### src/rtl/rll_encode.sv
// rll_encode: run-length-limited frame encoder.
// Scans a word of N base-4 digits MSD first.  Each run of four zero digits
// (greedy, non-overlapping) is removed from the data and replaced by a
// pointer.  The pointer records the run's start position.  Data is packed
// at the top of the M-digit frame.  Pointers sit at the bottom, each one as
// a 2'b01 marker followed by a 4-digit index.  A 2'b00 terminator follows
// the last pointer.
// Optional feature: define RLL_ENC_OVF_FLAG_EN to add output ovf.  ovf is
// set when a zero run could not be replaced because the pointer budget
// (M-N-1) was already used up.
// Handshake: a word is taken on a clock edge where in_valid && in_ready.
// A frame is delivered on a clock edge where out_valid && out_ready.
// While out_valid is 1 and out_ready is 0, word_out, out_len and out_ptrs
// are held unchanged.
module rll_encode #(
    parameter int N = 15,
    parameter int M = 20
) (
    input  logic             clk,
    input  logic             rst,
    input  logic             in_valid,
    output logic             in_ready,
    input  logic [2*N-1:0]   word_in,
    output logic             out_valid,
    input  logic             out_ready,
    output logic [2*M-1:0]   word_out,
    output logic [7:0]       out_len,
    output logic [7:0]       out_ptrs
`ifdef RLL_ENC_OVF_FLAG_EN
    ,
    output logic             ovf
`endif
);

    localparam int MAXP = M - N - 1;
    localparam int PSZ  = (MAXP > 0) ? MAXP : 1;
    localparam int PW   = (PSZ > 1) ? $clog2(PSZ) : 1;
    localparam int AW   = $clog2(N);
    // A pointer field needs 5 frame digits, so no more than M/5 pointers fit.
    localparam int PLIM = (PSZ < M / 5) ? PSZ : M / 5;

    typedef enum logic [1:0] {IDLE, SCAN, BUILD, HOLD} state_t;

    state_t         state;
    logic [2*N-1:0] shreg;          // latched word; the current digit is at the top
    logic [7:0]     j;              // position of the digit being scanned
    logic [7:0]     wp;             // data accumulator write index
    logic [7:0]     r;              // pointers found so far
    logic [1:0]     z;              // consecutive zeros seen, saturating at 3
    logic [1:0]     acc   [N];      // compacted data digits, index 0 = MSD
    logic [7:0]     ptr_q [PSZ];    // pointer indices in discovery order
`ifdef RLL_ENC_OVF_FLAG_EN
    logic           ovf_seen;
`endif

    logic [1:0]     dig;
    logic           run_hit;
    logic           run_ovf;
    logic [2*M-1:0] frame;

    assign in_ready = (state == IDLE);
    assign dig      = shreg[2*N-1 -: 2];
    // The fourth zero in a row becomes a pointer only while pointers remain.
    assign run_hit  = (dig == 2'b00) && (z == 2'd3) && (int'(r) < MAXP);
    assign run_ovf  = (dig == 2'b00) && (z == 2'd3) && (int'(r) >= MAXP);

    // Assemble the frame from the data accumulator and the pointer list.
    always_comb begin
        frame = '0;
        for (int k = 0; k < N; k++) begin
            if (k < int'(wp)) begin
                frame[2*(M-1-k) +: 2] = acc[k];
            end
        end
        for (int k = 0; k < PLIM; k++) begin
            if (k < int'(r)) begin
                frame[10*k +: 2]     = 2'b01;
                frame[10*k + 2 +: 8] = ptr_q[k];
            end
        end
    end

    // Control FSM with the scan datapath and the registered outputs.
    always_ff @(posedge clk or posedge rst) begin
        if (rst) begin
            state     <= IDLE;
            shreg     <= '0;
            j         <= '0;
            wp        <= '0;
            r         <= '0;
            z         <= '0;
            for (int i = 0; i < N; i++) acc[i] <= '0;
            for (int i = 0; i < PSZ; i++) ptr_q[i] <= '0;
            out_valid <= 1'b0;
            word_out  <= '0;
            out_len   <= '0;
            out_ptrs  <= '0;
`ifdef RLL_ENC_OVF_FLAG_EN
            ovf_seen  <= 1'b0;
            ovf       <= 1'b0;
`endif
        end else begin
            case (state)
                IDLE: begin
                    if (in_valid) begin
                        shreg    <= word_in;
                        j        <= '0;
                        wp       <= '0;
                        r        <= '0;
                        z        <= '0;
`ifdef RLL_ENC_OVF_FLAG_EN
                        ovf_seen <= 1'b0;
`endif
                        state    <= SCAN;
                    end
                end
                SCAN: begin
                    shreg <= shreg << 2;
                    j     <= j + 8'd1;
                    if (run_hit) begin
                        // Drop the three zeros already written; this one is not stored.
                        wp              <= wp - 8'd3;
                        ptr_q[r[PW-1:0]] <= j - 8'd3;
                        r               <= r + 8'd1;
                        z               <= 2'd0;
                    end else begin
                        acc[wp[AW-1:0]] <= dig;
                        wp              <= wp + 8'd1;
                        if (dig == 2'b00) begin
                            z <= (z == 2'd3) ? 2'd3 : z + 2'd1;
                        end else begin
                            z <= 2'd0;
                        end
`ifdef RLL_ENC_OVF_FLAG_EN
                        if (run_ovf) ovf_seen <= 1'b1;
`endif
                    end
                    if (j == 8'(N - 1)) state <= BUILD;
                end
                BUILD: begin
                    word_out  <= frame;
                    out_len   <= 8'(N + 1) + r;
                    out_ptrs  <= r;
                    out_valid <= 1'b1;
`ifdef RLL_ENC_OVF_FLAG_EN
                    ovf       <= ovf_seen;
`endif
                    state     <= HOLD;
                end
                HOLD: begin
                    if (out_ready) begin
                        out_valid <= 1'b0;
                        state     <= IDLE;
                    end
                end
                default: state <= IDLE;
            endcase
        end
    end

`ifndef RLL_ENC_OVF_FLAG_EN
    // Without the flag, an unreplaced run has no observer.
    logic unused_ovf;
    assign unused_ovf = run_ovf;
`endif

endmodule

### config.mk
export PLATFORM = sky130hd
export DESIGN_NAME = rll_encode
export DESIGN_NICKNAME = d
export VERILOG_FILES = /design/src/rtl/rll_encode.sv
export SDC_FILE = /design/constraint.sdc
export NUM_CORES = 1
export LEC_CHECK = 0
export ABC_AREA = 1
export BUFFER_PORTS_ARGS = -buffer_cell sky130_fd_sc_hd__buf_2
export CAP_MARGIN = 20
export CORE_AREA = 2 2 131 229
export CTS_BUF_LIST = sky130_fd_sc_hd__clkbuf_8
export DETAILED_ROUTE_END_ITERATION = 16
export DIE_AREA = 0 0 133 231
export GPL_ROUTABILITY_DRIVEN = 0
export PLACE_DENSITY = 0.56
export SYNTH_ARGS = -nofsm -noshare
export SYNTH_HDL_FRONTEND = slang
export SYNTH_SLANG_ARGS = --single-unit
### constraint.sdc
create_clock -name clk -period 6.96 [get_ports clk]
set_input_delay 1.044 -clock clk [delete_from_list [all_inputs] [get_ports clk]]
set_output_delay 1.044 -clock clk [all_outputs]
set_load 0.1 [all_outputs]
After elaboration in Yosys (flattened, before gate mapping):

Index checks and enable logic that the tools add are counted.

* register bits after elaboration: 177
* input bits: 34
* output and inout bits: 58
* logic and storage cells: 130

* add/sub/neg operators: 7
* $lt $le $gt $ge: 24
* equality and inequality tests: 9
* mux-type cells: 44
* bitwise operators: 3
* reduce and logical (&&, ||, !) cells: 14

Operators by type and width (count)
* 30-bit case mux with 2 select lines: 1
* 4-bit by 8-bit < comparator with 1-bit output, first input constant: 7
* 8-bit case mux with 2 select lines: 3
* 2-bit two-way mux: 23
* 10-bit two-way mux: 4
* 32-bit bitwise mux: 1
* 1-bit by 8-bit < comparator with 1-bit output, first input constant: 4
* 2-bit by 8-bit < comparator with 1-bit output, first input constant: 4
* 3-bit by 8-bit < comparator with 1-bit output, first input constant: 4
* 8-bit two-way mux: 4
* 30-bit bitwise mux: 1
* 30-bit two-way mux: 1
* 8-bit by 1-bit adder with 8-bit output, second input constant: 3
* 8-bit demux with 2-bit select: 1
* 8-bit by 2-bit subtractor with 8-bit output, second input constant: 2
* 5-bit by 8-bit adder with 8-bit output, first input constant: 1
* 2-bit demux with 4-bit select: 1
* 8-bit by 4-bit equality test with 1-bit output, second input constant: 1
* 8-bit by 3-bit < comparator with 1-bit output, second input constant: 1
* 2-bit inequality test, second input constant: 4
* 2-bit case mux with 4 select lines: 1
* 2-bit AND reduction: 4
* 2-bit equality test, second input constant: 3
* 3-bit AND reduction: 2
* other kinds (15): 20

Depth between registers and ports, before layout:

* depth in word-level cells: 6
* depth in mapped cells: 12
* gate-level depth less buffers: 11

Worst setup path after synthesis:

Ideal clock, no wire load.

* path kind: flip-flop to output port
* from: register out_len[0] (netlist name)
* to: output out_ptrs[0]
* data arrival time: 1340 ps
* data required time: 5916 ps
* slack: 4576 ps
* cell stages (with the launch flop): 2
* buffers on the path: 1
* cells stage by stage: dfrtp_1 > buf_4

RTL lines
* end, declared: line 28 `output logic [7:0] out_ptrs`

Worst setup path in the final report:

* from: register state[1]
* to: output in_ready

* cells in the longest elaborated chain, start to end: 1

Ends and longest elaborated chain
* start, declared: line 44 `state_t state;`
* start signal, assigned: line 86 `state <= IDLE;`
* start signal, assigned: line 114 `state <= SCAN;`
* start signal, assigned: line 138 `if (j == 8'(N - 1)) state <= BUILD;`
* 2-bit zero test: line 61 `assign in_ready = (state == IDLE);`
* end, declared: line 22 `output logic in_ready,`

Every way passes these cells.

==> results.yml <==
critical_path:
  max_stage_delay_ns: 0.44
  worstSetupPathType: "reg -> out"
  path_max_fanout: 4
  critPathLaunchType: "flop"
  critPathRequiredTime_ns: 5.92
  end_kind: "primary output"
  slowest_stage: "buf_2"
  crit_chain: "inv_1 -> ha_1 -> buf_2"
  cp_data_arrival_time_ns: 1.66
timing:
  timing.fmax_mhz: 370
  period_share: 0.388
  timing.max_slew.rel_slack: 0.366
  finalHoldViolCount: 0
  finalSetupViolCount: 0
  fin_crit_ns: 2.70
  slew_violations: 0
  tightestPinTransition_ns: 0.951
  skew_ns: 0.0165
  rsz0062_at_grt: "false"
  tns_ns: 0
detailed_routing:
  postRouteAntennaNets: 0
  drt_iter0_markers: 441
  viasPerCell: 4.60
  wl_per_cell_um: 14.8
  drtPass1Iterations: 5
  wl_um: 21500
  drc_errors: 0
  route.vias.total: 6648
hold_path:
  holdCritPathClass: "reg -> reg"
power:
  leakagePower_nw: 4.73
  p_per_area_nw_per_um2: 406
  finalPower_mw: 3.80
  peakVddDrop_v: 0.000201
synthesis:
  synth.largest_area_cell: "dfrtp_1"
  synth_xor_area_frac: 0.0127
  synth_fa_ha_area_frac: 0.0288
  yosysWarnings: 0
  syn_inst: 986
  synth_top_family_by_area: "simple AND/OR/NAND/NOR gates"
  synthMuxAreaShare: 0
  syn_area_per_cell_um2: 8.38
  seq_area_frac_synth: 0.521
  yosysTopAreaCellShare: 0.521
  synth_compound_area_frac: 0.111
  synthTopCellsByCount: "301 x nand2_1, 172 x dfrtp_1, 89 x nor2_1"
  synth_edf_count: 0
  async_flop_share: 1.00
  synth_cell_types: 37
  ys_seq_elements: 172
  synth_nets: 1039
  yosysMostFrequentCell: "nand2_1"
  synth_top_flop_cell: "dfrtp_1"
  synthTopCellsByArea: "dfrtp_1 52%, nand2_1 14%, nand3_1 4.7%"
  netlist_area_um2: 8260
  synthSimpleGateAreaFrac: 0.267
outcome:
  status: "completed"
clock_tree:
  cts.path.max_buffers: 2
  tritoncts: "yes"
  insertion_delay_ns: 0.48
  clk_pin_slew_worst_paths_ns: 0.09
  cts_setup_buffers: 0
  cts_buffers: 17
  ctsHoldBuffers: 0
  cts-resized-gates: 0
  cts_max_level: 4
  cts-root-buf: "clkbuf_8"
  numClockSinks: 172
global_routing:
  antenna_found_initial: 1
  overflow: 0
  grt_pass1_vias: 6600
  grt.total_usage: 0.144
  grt_max_degree: 105
  grt_pass1_wl_um: 34500
die:
  dieArea_um2: 30700
  design.core.area_um2: 29000
  fp.dieH_um: 231
  die-width_um: 133
  rows: 83
  ios: 92
  initial_utilization: 0.285
placed_design:
  dpl.hpwl_um: 15700
  dpl-instance-area_um2: 8960
  io_buffers: 90
finish:
  n_fill_cell: 3045
  final_cell_area_um2: 9370
  multiInputGateArea_um2: 3480
  nets: 1103
  post-route-util: 0.323
  drive_above_1_share: 0.146
  area_growth_pct: 13.4
  ff_latch_area_um2: 4300
job:
  max_cap_viol_count: 0
## per-layer routing
metal | track usage | wire length, um | part of all wire | up-vias
li1 | - | - | - | 3334
met1 | 0.162 | 8730 | 0.41 | 3161
met2 | 0.265 | 11500 | 0.54 | 113
met3 | 0.0211 | 523 | 0.024 | 40
met4 | 0.0696 | 684 | 0.032 | 0
met5 | 0 | 0 | 0 | -
## critical path, delay by kind of cell, from the launching register on
family | cells | cell delay (ns)
flip-flops | 1 | 0.41
adder cells (fa/ha/maj) | 1 | 0.20
buffers and inverters | 2 | 0.56
## flip-flops by register name, summed over array words and instances (netlist names)
signal     cells
out_len        8
ptr_q         32
out_valid      1
out_ptrs       4
j              8
word_out      39
state          2
wp             8
r              8
z              2
acc           30
shreg         30
## area by class of cell
class,count,share of cell area
clock inverters,13,0.0148
diodes,1,0.000267
repair buffers,95,0.0521
flip-flops and latches,172,0.460
inverters,56,0.0230
well taps,382,0.0510
multi-input cells,708,0.371
clock buffers,19,0.0279
## cell usage in the layout, fill, tap and decap left out, drive strengths merged
cell type and n:
o22ai 2, buf 95, o211ai 1, nand3 77, o21bai 1, dfrtp 172
nor3b 3, inv 62, clkbuf 19, bufinv 2, nor3 5, nand4 9
a31oi 29, o2bb2ai 1, nand2 310, clkinvlp 1, ha 19, nor2 101
o21ai 84, xor2 11, diode 1, a22o 2, a21oi 50, clkinv 4
o21a 1, xnor2 1, conb 1
## power breakdown
| part | total, mW | leakage (nW) | switching (mW) | internal (mW) |
|---|---|---|---|---|
| sequential | 1.42 | 2.25 | 0.184 | 1.24 |
| combinational | 1.66 | 2.27 | 1.29 | 0.366 |
| clock | 0.725 | 0.213 | 0.385 | 0.340 |
| total | 3.80 | 4.73 | 1.86 | 1.94 |
## worst paths after layout
| kind | from | end | slack (ns) | depth (start not counted) |
|---|---|---|---|---|
| max | state[1]$_DFFE_PP0P_ | in_ready | 4.26 | 3 |
| min | acc[27]$_DFFE_PP0P_ | acc[27]$_DFFE_PP0P_ | 0.48 | 2 |
| max reg2reg | state[1]$_DFFE_PP0P_ | wp[2]$_DFFE_PP0P_ | 4.56 | 7 |
| min reg2reg | acc[27]$_DFFE_PP0P_ | acc[27]$_DFFE_PP0P_ | 0.48 | 2 |
| max in group asynchronous | rst | word_out[13]$_DFFE_PP0P_ | 4.72 | 3 |
| min in group asynchronous | rst | out_ptrs[6]$_DFFE_PP0P_ | 0.74 | 2 |
## metrics by stage
step	worst slack (ns)	hold WS [ns]	instances
3_5_place_dp	4.11	0.459	1413
3_3_place_gp	4.14	0.456	1413
4_1_cts	4.21	0.481	1445
5_1_grt	4.17	0.498	1446
2_1_floorplan	1.26	0.442	986
6_report	4.26	0.477	1446
## logic make-up (layout without fill, tap and decap cells)
kind of cell	after synthesis	in the layout
compound gates	171	171
fa+ha+maj	19	19
buf+inv	106	183
other cells	1	2
xor+xnor	12	12
flops	172	172
simple gates	505	505
Power figures use the tool's default switching activity.
